### src/rtl/isp_bayer_pkg.sv
// Shared definitions for the Bayer mosaic/demosaic stages: CFA tag bit positions,
// pattern encoding, default widths and test-pattern bar colours.
package isp_bayer_pkg;

  localparam int PIX_W_DEF = 12;
  localparam int TAG_W_DEF = 4;

  localparam int TAG_GB = 0;
  localparam int TAG_B  = 1;
  localparam int TAG_R  = 2;
  localparam int TAG_GR = 3;

  typedef enum logic [1:0] {
    PAT_RGGB = 2'd0,
    PAT_GRBG = 2'd1,
    PAT_GBRG = 2'd2,
    PAT_BGGR = 2'd3
  } bayer_pat_e;

  // {R,G,B} full-scale enables for bars 0..7: white, yellow, cyan, green, magenta, red, blue, black
  function automatic logic [2:0] tpg_bar_rgb(input logic [2:0] idx);
    case (idx)
      3'd0:    return 3'b111;
      3'd1:    return 3'b110;
      3'd2:    return 3'b011;
      3'd3:    return 3'b010;
      3'd4:    return 3'b101;
      3'd5:    return 3'b100;
      3'd6:    return 3'b001;
      default: return 3'b000;
    endcase
  endfunction

  function automatic logic [11:0] clamp_size(input logic [11:0] s);
    return (s < 12'd2) ? 12'd2 : s;
  endfunction

endpackage

### src/rtl/bayer_pos_cnt.sv
// Pixel position tracking: latches frame geometry and pattern at frame start,
// runs the col/row counters on valid pixels and flags first/last pixel of a frame.
module bayer_pos_cnt
  import isp_bayer_pkg::*;
(
  input  logic        clk_i,
  input  logic        rst_i,
  input  logic        en_i,
  input  logic [11:0] h_active_i,
  input  logic [11:0] v_active_i,
  input  bayer_pat_e  pat_i,
  output logic [11:0] col_o,
  output logic        row_odd_o,
  output logic [11:0] h_eff_o,
  output bayer_pat_e  pat_eff_o,
  output logic        start_o,
  output logic        last_o
);

  logic [11:0] col_q, col_d, row_q, row_d;
  logic [11:0] h_q, h_d, v_q, v_d;
  bayer_pat_e  pat_q, pat_d;
  logic [11:0] v_eff;
  logic        col_end, row_end;

  // The frame-start pixel itself must already see the newly latched settings.
  always_comb begin
    start_o   = en_i && (col_q == 12'd0) && (row_q == 12'd0);
    h_eff_o   = start_o ? clamp_size(h_active_i) : h_q;
    v_eff     = start_o ? clamp_size(v_active_i) : v_q;
    pat_eff_o = start_o ? pat_i : pat_q;
    col_end   = (col_q == h_eff_o - 12'd1);
    row_end   = (row_q == v_eff - 12'd1);
    last_o    = en_i && col_end && row_end;

    col_d = col_q;
    row_d = row_q;
    h_d   = h_q;
    v_d   = v_q;
    pat_d = pat_q;
    if (start_o) begin
      h_d   = h_eff_o;
      v_d   = v_eff;
      pat_d = pat_eff_o;
    end
    if (en_i) begin
      if (col_end) begin
        col_d = 12'd0;
        row_d = row_end ? 12'd0 : row_q + 12'd1;
      end else begin
        col_d = col_q + 12'd1;
      end
    end
  end

  always_ff @(posedge clk_i or posedge rst_i) begin
    if (rst_i) begin
      col_q <= 12'd0;
      row_q <= 12'd0;
      h_q   <= 12'd2;
      v_q   <= 12'd2;
      pat_q <= PAT_RGGB;
    end else begin
      col_q <= col_d;
      row_q <= row_d;
      h_q   <= h_d;
      v_q   <= v_d;
      pat_q <= pat_d;
    end
  end

  assign col_o     = col_q;
  assign row_odd_o = row_q[0];

endmodule

### src/rtl/bayer_mosaic.sv
// RGB to single-channel Bayer re-mosaic with one-hot CFA tag in Dout[3:0].
// Optional colour-bar test pattern source enabled by defining MOSAIC_TPG_EN.
module bayer_mosaic
  import isp_bayer_pkg::*;
#(
  parameter int PIX_W = PIX_W_DEF,
  parameter int TAG_W = TAG_W_DEF
) (
  input  logic                   isp_clk,
  input  logic                   rst,
`ifdef MOSAIC_TPG_EN
  input  logic                   tpg_en,
`endif
  input  logic [PIX_W-1:0]       redVec,
  input  logic [PIX_W-1:0]       greVec,
  input  logic [PIX_W-1:0]       bluVec,
  input  logic                   dataEn,
  input  logic [11:0]            h_active,
  input  logic [11:0]            v_active,
  input  logic [1:0]             bayer_pat,
  output logic [PIX_W+TAG_W-1:0] Dout,
  output logic                   doutEn,
  output logic                   frame_done
);

  logic [11:0]            col, h_eff;
  logic                   row_odd, start, last;
  bayer_pat_e             pat_eff;
  logic [PIX_W-1:0]       r_in, g_in, b_in, pix;
  logic [TAG_W-1:0]       tag;
  logic [1:0]             site;
  logic [PIX_W+TAG_W-1:0] dout_q, dout_d;
  logic                   douten_q, fdone_q;

  bayer_pos_cnt u_pos (
    .clk_i      (isp_clk),
    .rst_i      (rst),
    .en_i       (dataEn),
    .h_active_i (h_active),
    .v_active_i (v_active),
    .pat_i      (bayer_pat_e'(bayer_pat)),
    .col_o      (col),
    .row_odd_o  (row_odd),
    .h_eff_o    (h_eff),
    .pat_eff_o  (pat_eff),
    .start_o    (start),
    .last_o     (last)
  );

`ifdef MOSAIC_TPG_EN
  logic        tpg_q, tpg_eff;
  logic [11:0] bar_div, bar_quo;
  logic [2:0]  bar_idx, bar_rgb;

  always_comb begin
    tpg_eff = start ? tpg_en : tpg_q;
    bar_div = (h_eff[11:3] == 9'd0) ? 12'd1 : {3'd0, h_eff[11:3]};
    bar_quo = col / bar_div;
    // Bars narrower than one pixel collapse onto the last (black) bar.
    if (h_eff[11:3] == 9'd0 || bar_quo > 12'd7) bar_idx = 3'd7;
    else                                        bar_idx = bar_quo[2:0];
    bar_rgb = tpg_bar_rgb(bar_idx);
    r_in    = tpg_eff ? {PIX_W{bar_rgb[2]}} : redVec;
    g_in    = tpg_eff ? {PIX_W{bar_rgb[1]}} : greVec;
    b_in    = tpg_eff ? {PIX_W{bar_rgb[0]}} : bluVec;
  end

  always_ff @(posedge isp_clk or posedge rst) begin
    if (rst)        tpg_q <= 1'b0;
    else if (start) tpg_q <= tpg_en;
  end
`else
  logic unused_tpg;
  assign unused_tpg = ^{col[11:1], h_eff};
  assign r_in = redVec;
  assign g_in = greVec;
  assign b_in = bluVec;
`endif

  // Patterns 1..3 are the RGGB cell shifted by a column (bit0) and/or a row (bit1).
  always_comb begin
    site = {row_odd ^ pat_eff[1], col[0] ^ pat_eff[0]};
    tag  = '0;
    pix  = g_in;
    case (site)
      2'b00: begin tag[TAG_R]  = 1'b1; pix = r_in; end
      2'b01: begin tag[TAG_GR] = 1'b1; pix = g_in; end
      2'b10: begin tag[TAG_GB] = 1'b1; pix = g_in; end
      default: begin tag[TAG_B] = 1'b1; pix = b_in; end
    endcase
    dout_d = dataEn ? {pix, tag} : dout_q;
  end

  always_ff @(posedge isp_clk or posedge rst) begin
    if (rst) begin
      dout_q   <= '0;
      douten_q <= 1'b0;
      fdone_q  <= 1'b0;
    end else begin
      dout_q   <= dout_d;
      douten_q <= dataEn;
      fdone_q  <= last;
    end
  end

  assign Dout       = dout_q;
  assign doutEn     = douten_q;
  assign frame_done = fdone_q;

endmodule

### config.mk
export PLATFORM = sky130hd
export DESIGN_NAME = bayer_mosaic
export DESIGN_NICKNAME = d
export VERILOG_FILES = /design/src/rtl/isp_bayer_pkg.sv /design/src/rtl/bayer_pos_cnt.sv /design/src/rtl/bayer_mosaic.sv
export SDC_FILE = /design/constraint.sdc
export NUM_CORES = 1
export LEC_CHECK = 0
export CELL_PAD_IN_SITES_DETAIL_PLACEMENT = 1
export CELL_PAD_IN_SITES_GLOBAL_PLACEMENT = 1
export CORE_MARGIN = 2
export CORE_UTILIZATION = 41
export CTS_BUF_LIST = sky130_fd_sc_hd__clkbuf_4 sky130_fd_sc_hd__clkbuf_8
export CTS_CLUSTER_SIZE = 40
export DETAILED_ROUTE_END_ITERATION = 6
export PLACE_DENSITY = 0.82
export SLEW_MARGIN = 5
export SYNTH_ARGS = -nofsm -noshare
export SYNTH_HDL_FRONTEND = slang
export SYNTH_HIERARCHICAL = 1
export SYNTH_SLANG_ARGS = --single-unit
### constraint.sdc
create_clock -name isp_clk -period 10 [get_ports isp_clk]
set_clock_uncertainty 0.1 [all_clocks]
set_input_delay 2 -clock isp_clk [delete_from_list [all_inputs] [get_ports isp_clk]]
set_output_delay 2 -clock isp_clk [all_outputs]
set_load 0.02 [all_outputs]
Word level (Yosys, flattened, before mapping)
Cells that the tools add are included.
- reductions and logical operators: 10
- bitwise operators: 2
- add/sub/neg operators: 4
- order comparisons: 2
- eq/ne operators: 4
- muxes and demuxes: 12
- operators with widths (operator ; number):
    12-bit two-way mux ; 6
    12-bit by 1-bit adder with 12-bit output, second input constant ; 2
    12-bit == test ; 2
    12-bit zero test ; 2
    12-bit by 2-bit less-than comparator with 1-bit output, second input constant ; 2
    12-bit one-hot mux with 2 select lines ; 1
    12-bit by 1-bit subtractor with 12-bit output, second input constant ; 2
    1-bit logical AND ; 4
    1-bit two-way mux ; 4
    3-bit OR reduction ; 1
    2-bit by 1-bit == test with 1-bit output, second input constant ; 1
    2-bit == test, second input constant ; 1
    2-bit zero test ; 1
    2-bit two-way mux ; 1
    2-bit AND reduction ; 1
    2-bit OR reduction ; 1
    1-bit bitwise XOR ; 2
- register bits after elaboration: 68
- output and inout bits: 18
- input bits: 65

Longest topological paths before layout
Gate-level depths: netlist (run 1).
- depth in word-level cells: 8
- gate-level depth with buffers: 24

By module
The synthesis (run 1) kept the hierarchy.
- modules (own cells, without submodules) (module ; area each (µm²) ; instances ; seq. area each (µm²) ; cells an instance):
    bayer_pos_cnt ; 4137.7 ; 1 ; 1253.7 ; 519
    bayer_mosaic ; 933.4 ; 1 ; 450.4 ; 88

Least setup slack after synthesis (run 1)
Ideal clock, no wire load.
- path type: input-to-reg
- start point: input port dataEn
- end point: register u_pos.row_q[3]
- path slack: 4.092 ns
- library setup time: 0.124 ns
- cell stages on the path: 18
- data arrival time: 5.684 ns
- buffers on the path: 4
- cells stage by stage: nor4bb_1 > and2_1 > buf_2 > nand2_2 > inv_2 > buf_2 > mux2i_1 > ha_1 > or3b_1 > clkbuf_1 > or4_1 > o211ai_1 > and3_1 > o211ai_1 > nor4_2 > nand4_2 > buf_2 > a211o_1
- cells in the longest elaborated chain, start to end: 6
- elaborated cells between the ends (all ways): 10
- RTL lines (element ; line ; source):
    start: declaration ; bayer_mosaic.sv:17 ; input logic dataEn,
    1-bit logical AND (2 in series) ; bayer_pos_cnt.sv:28 ; start_o = en_i && (col_q == 12'd0) && (row_q == 12'd0);
    12-bit two-way mux (on tied branches) ; bayer_pos_cnt.sv:30, bayer_pos_cnt.sv:29 ;
    12-bit by 1-bit subtractor with 12-bit output (on tied branches) ; bayer_pos_cnt.sv:33, bayer_pos_cnt.sv:32 ;
    12-bit == test (on tied branches) ; bayer_pos_cnt.sv:33, bayer_pos_cnt.sv:32 ;
    12-bit two-way mux or 2-bit AND reduction (tied branches) ; n/a ;
    end signal: assignment ; bayer_pos_cnt.sv:65 ; row_q <= row_d;
    end: declaration ; bayer_pos_cnt.sv:20 ; logic [11:0] col_q, col_d, row_q, row_d;
Parallel ways exist; a longest one is shown, timed or not.
A chain may end at the register's enable or synchronous reset.

Worst setup path in the final report (run 1)
- start point: input port dataEn
- end point: register u_pos.row_q[4]
- cells in the longest elaborated chain, start to end: 6
- elaborated cells between the ends (all ways): 10
- RTL lines (element ; line ; source):
    1-bit logical AND * (2 in series) ; bayer_pos_cnt.sv:28 ;
    via start ; bayer_mosaic.sv:27 ; logic row_odd, start, last;
    12-bit two-way mux (on tied branches) ; bayer_pos_cnt.sv:30, bayer_pos_cnt.sv:29 ;
    12-bit by 1-bit subtractor with 12-bit output (on tied branches) ; bayer_pos_cnt.sv:33, bayer_pos_cnt.sv:32 ;
    12-bit == test (on tied branches) ; bayer_pos_cnt.sv:33, bayer_pos_cnt.sv:32 ;
    12-bit two-way mux or 2-bit AND reduction (tied branches) ; n/a ;
The timed path passes the listed nets; every way through them passes the cells marked *.

==> results of run 1 <==
==> final cells by class <==
type                    count  area [µm²]
fillers                  1457        5970
multi-input cells         469        3030
flip-flops and latches     68        1700
repair buffers             85         843
well taps                 147         184
clock buffers              14         174
inverters                  26        97.6
clock inverters             2        10.0
==> flip-flops by register name, indices dropped and copies added (netlist names) <==
name and cells:
Dout 16, u_pos/col_o 12, u_pos/h_q 12, u_pos/row_q 12, u_pos/v_q 12, u_pos/pat_q 2, doutEn 1, frame_done 1
==> cells in the final DEF, fill, tap and decap left out, types with 4 or more instances in the layout <==
cell	n
nor4_1	19
o211ai_1	9
mux2i_1	4
nand3_1	16
a21o_1	4
nor3b_1	4
and3_1	6
dfrtp_1	66
a21boi_0	4
ha_1	10
nor2b_1	6
a31oi_1	15
a21oi_1	11
clkdlybuf4s50_1	82
o41ai_1	4
o21ai_0	23
clkbuf_8	11
nand2_1	91
or4_1	6
or3_1	12
nand4_2	4
xor2_1	12
xnor2_1	18
nor4b_1	5
nor2_1	38
nor3_1	19
or2_2	8
a211o_1	10
a211oi_1	4
o22ai_1	19
inv_1	23
nand4_1	8
nand2b_1	20
==> power groups by stage <==
stage | Sequential (W) | Clock, W | Combinational (W)
floorplan | 0.000328 | 0 | 0.0000750
global placement | 0.000328 | 0 | 0.000144
detailed placement | 0.000330 | 0 | 0.000150
CTS | 0.000324 | 0.000223 | 0.000151
global route | 0.000328 | 0.000235 | 0.000165
finish | 0.000325 | 0.000216 | 0.000150
==> per-layer routing <==
layer | GRT usage, % | vias to the layer above | share of wire, %
met4 | 11.2 | 0 | 2.6
met3 | 4.16 | 33 | 5.5
li1 | - | 2311 | -
met2 | 43.4 | 157 | 48
met5 | 0 | - | 0
met1 | 32.0 | 2464 | 44
==> worst min-delay path, stage by stage, from the launching register on <==
cell,delay [ns]
dfrtp_1,0.33
nand2_1,0.07
nand2_1,0.06
==> path summary, 6_finish.rpt <==
kind	endpoint	slack (ns)	cells past startpoint
setup / recovery	u_pos/row_q[4]	2.13	18
hold / removal	u_pos/pat_q[0]	0.39	2
setup reg to reg	u_pos/row_q[4]	3.72	18
hold reg to reg	u_pos/pat_q[0]	0.39	2
max in group asynchronous	u_pos/h_q[11]	6.93	2
min in group asynchronous	Dout[8]	2.01	2
==> metrics by stage <==
stage / cells / setup WS [ns] / hold WS [ns] / total power [W] / utilization (%)
6_report: 811 / 2.13 / 0.389 / 0.000690 / 50.3
3_3_place_gp: 795 / 2.16 / 0.353 / 0.000471 / 48.8
2_1_floorplan: 596 / 4.14 / 0.339 / 0.000403 / -
5_1_grt: 811 / 1.61 / 0.428 / 0.000727 / 50.3
3_5_place_dp: 795 / 1.85 / 0.381 / 0.000479 / 48.8
4_1_cts: 811 / 2.19 / 0.400 / 0.000698 / 50.3
==> flow_summary.ini, run 1 <==
[timing]
rsz0062_at_grt = no
slew_headroom_pct = 25.5
finalSetupViolCount = 0
timing.fmax_mhz = 127
period_needed_ns = 7.87
worst_slew_pin_slew_ns = 1.12
setup_tns_ns = 0
hold_violations = 0
slew_viol_final = 0
period_share_pct = 78.7

[routing]
drt-wirelength-per-cell_um = 20.0
firstDrtPassIters = 5
routed_via_density = 6.12
drc = 0
vias = 4965
final_antenna_net_count = 0
wirelength_um = 16200
drt_iter0_drc = 251

[status]
status = complete, no violations

[final_layout]
drive_above_1_share_pct = 8.89
finalInstanceArea_um2 = 6040
num_antenna_cells = 0
syn_to_final_growth_pct = 20.1
fin_nets = 734

[critical_path]
critPathMaxFanout = 32
r2r_start = u_pos/col_o[0]
worst-path-buf-inv = 4
path_cells = clkdlybuf4s50_1 -> buf_4 -> nor4bb_1 -> and2_1 -> buf_4 -> nand2_2 -> inv_2 -> mux2i_1 -> ha_1 -> or3b_1 -> or4_1 -> o211ai_1 -> and3_1 -> o211ai_1 -> nor4_2 -> nand4_2 -> nor4_1 -> a211o_1
crit_type = in2reg
required_ns = 10.19
endpoint_kind = flop
path_delay_family = simple AND/OR/NAND/NOR gates
critical_path.max_stage_delay_ns = 0.58
crit_path_start = dataEn
critPathSlowestCell = inv_2
startpoint_type = primary input
arrival_ns = 8.06

[synth]
netlist_instances = 596
ys_warn_count = 6
syn_area_um2 = 5030
syn_nets = 671
synth.avg_cell_area_um2 = 8.44

[clock_tree]
cts_sinks = 68
clockBufferDepth = 2
cts_hold_buf = 0
tritoncts = done
cts_resized = 0
cts_buffers = 9
root_buffer = clkbuf_8
cts_setup_buffers = 0
htree_num_levels = 3
clk_latency_ns = 0.35
cts.reportedPaths.clkPinSlew_ns = 0.07

[global_route]
grt_pass1_vias = 5213
grt-ovfl-total = 0
antenna_found_initial = 0
grt_usage_pct = 25.5
grt_max_degree = 51
grt_pass1_wl_um = 26500

[placed_design]
portBuffers = 82
place.gp.congestion = 0.888
placed_area_um2 = 5860
dp_hpwl_um = 12000

[power_and_ir_drop]
p_int_w = 0.000481
power_density_nw_per_um2 = 114
switching_share_pct = 30.3
power.share.sequential_pct = 47.1
power.leakage_nw = 2.60
p_sw_w = 0.000209
clkPwrFrac_pct = 31.3
peakVddDrop_uv = 58.9
pwr-share-comb_pct = 21.7

[worst_hold_path]
min_from = u_pos/pat_q[0]
hold_class = reg2reg

[floorplanning]
die_w_um = 115
coreArea_um2 = 12000
core.rowCount = 40
die_height_um = 115
pin_count = 83
initial_core_util_pct = 41.9
dieArea_um2 = 13200

[flow_run]
cap_violations = 0
Power figures use the tool's default switching activity.
==> run 2: changes to the inputs <==
Settings changed: CORE_UTILIZATION 41 to 38, PLACE_DENSITY 0.82 to 0.8.
Clock period 10 ns to 7.2 ns, I/O delays scaled along.
==> run 2 against run 1 <==
Net effect: register-to-register slack got worse by 2.5 ns; largest cell class unchanged; utilization shrank 3.7 points; wire length rose by 0.99%; critical path type unchanged.
==> flow_summary.ini, run 2 (synthesis results as in run 1) <==
[status]
status = complete, no violations

[final_layout]
syn_to_final_growth_pct = 21.2
layout_common_cells = nand2_1, clkdlybuf4s50_1, dfrtp_1
nFillCells = 1539
num_antenna_cells = 0
layout_commonest_cell = nand2_1
largest_reg_flops = 16
drive_above_1_share_pct = 9.16
finalInstanceArea_um2 = 6090
fin_nets = 736

[routing]
final_antenna_net_count = 0
firstDrtPassIters = 5
drt_iter0_drc = 348
wirelength_um = 16400
drt-wirelength-per-cell_um = 19.5
routed_via_density = 5.85
vias = 4929
drc = 0

[global_route]
grt_pass1_wl_um = 26900
grt_pass1_vias = 5099
grt-ovfl-total = 0
grt_max_degree = 51
antenna_found_initial = 0
grt_usage_pct = 23.6

[floorplanning]
core.rowCount = 42
pin_count = 83
initial_core_util_pct = 38.4
die_w_um = 119
coreArea_um2 = 13100
die_height_um = 119
dieArea_um2 = 14200

[clock_tree]
cts_buffers = 9
tritoncts = done
cts_setup_buffers = 0
htree_num_levels = 3
cts_sinks = 68
root_buffer = clkbuf_8
cts.reportedPaths.clkPinSlew_ns = 0.08
cts_resized = 0
clk_latency_ns = 0.35
cts_hold_buf = 0
clockBufferDepth = 2

[critical_path]
required_ns = 7.40
endpoint_kind = flop
crit_type = in2reg
critPathSlowestCell = clkdlybuf4s50_1
cpMostUsedCell = o211ai_1
reg2reg_depth = 18
path_cells = clkdlybuf4s50_1 -> nor4bb_1 -> and2_1 -> nand2_2 -> inv_2 -> mux2i_1 -> ha_1 -> or3b_1 -> or4_1 -> o211ai_1 -> and3_1 -> o211ai_1 -> nor4_2 -> nand4_2 -> nor4b_1 -> a211o_1
critPathMaxFanout = 26
critical_path.max_stage_delay_ns = 0.48
arrival_ns = 6.36
startpoint_type = primary input

[placed_design]
placed_area_um2 = 5910
portBuffers = 82
place.gp.congestion = 0.886
dp_hpwl_um = 12000

[power_and_ir_drop]
peakVddDrop_uv = 62.1
power.leakage_nw = 2.61
power_density_nw_per_um2 = 160

[timing]
rsz0062_at_grt = no
holdWs_ns = 0.391
period_needed_ns = 6.16
period_share_pct = 85.5
slew_headroom_pct = 26.6
finalSetupViolCount = 0
setup_tns_ns = 0
slew_viol_final = 0
timing.fmax_mhz = 162
worst_slew_pin_slew_ns = 1.10
hold_violations = 0

[worst_hold_path]
hold_class = reg2reg
min_path_cells = 2

[flow_run]
cap_violations = 0
-- run 2: cell count changes in the layout (fill, tap and decap cells not counted) --
| cell | previous run | this run |
|---|---|---|
| clkinv_2 | 2 | 5 |
| buf_4 | 3 | 5 |
| clkbuf_4 | 3 | 1 |
| clkbuf_8 | 11 | 9 |
| bufinv_16 | 0 | 1 |
-- run 2: cell type report --
cell class | count | area [µm²] | share of cell area [%]
Inverter | 26 | 97.6 | 1.60
Multi-Input combinational cell | 469 | 3030 | 49.7
Clock inverter | 6 | 55.1 | 0.903
Clock buffer | 10 | 131 | 2.16
Sequential cell | 68 | 1700 | 28.0
Timing Repair Buffer | 87 | 858 | 14.1
Tap cell | 176 | 220 | 3.61
-- run 2: worst max-delay path: cells and delay by family --
family,cells,cell delay (ns)
and+or+nand+nor,9,3.18
buffers and inverters,2,0.67
muxes,1,0.40
AOI/OAI and AO/OA,3,0.40
adders and majority gates,1,0.27
-- run 2: per-layer routing --
metal  vias up  share of wire, %  GRT usage, %
li1       2311                 -             -
met1      2456                45          30.5
met2       139                49          40.1
met3        23               4.9          3.83
met4         0               1.7          8.04
met5         -                 0             0
-- run 2: final timing paths --
path / slack, ns / to / from
max: 1.04 / u_pos/row_q[7] / dataEn
min: 0.39 / u_pos/pat_q[1] / u_pos/pat_q[1]
max reg2reg: 1.26 / u_pos/row_q[7] / u_pos/col_o[0]
min reg2reg: 0.39 / u_pos/pat_q[1] / u_pos/pat_q[1]
max in group asynchronous: 4.70 / u_pos/h_q[8] / rst
min in group asynchronous: 1.46 / Dout[9] / rst
-- run 2: through the flow --
| step | util, % | worst slack (ns) | power [W] | cells |
|---|---|---|---|---|
| 2_1_floorplan | - | 1.90 | 0.000559 | 596 |
| 3_3_place_gp | 45.1 | 1.03 | 0.000654 | 826 |
| 3_5_place_dp | 45.1 | 0.790 | 0.000664 | 826 |
| 4_1_cts | 46.6 | 1.08 | 0.000987 | 842 |
| 5_1_grt | 46.6 | 0.546 | 0.00102 | 842 |
| 6_report | 46.6 | 1.04 | 0.000977 | 842 |
-- run 2: where the power goes --
part	switching [W]	leakage (nW)	internal, W
registers	0.0000409	0.828	0.000409
clock network	0.000156	0.103	0.000161
logic	0.000105	1.68	0.000104
total	0.000303	2.61	0.000674
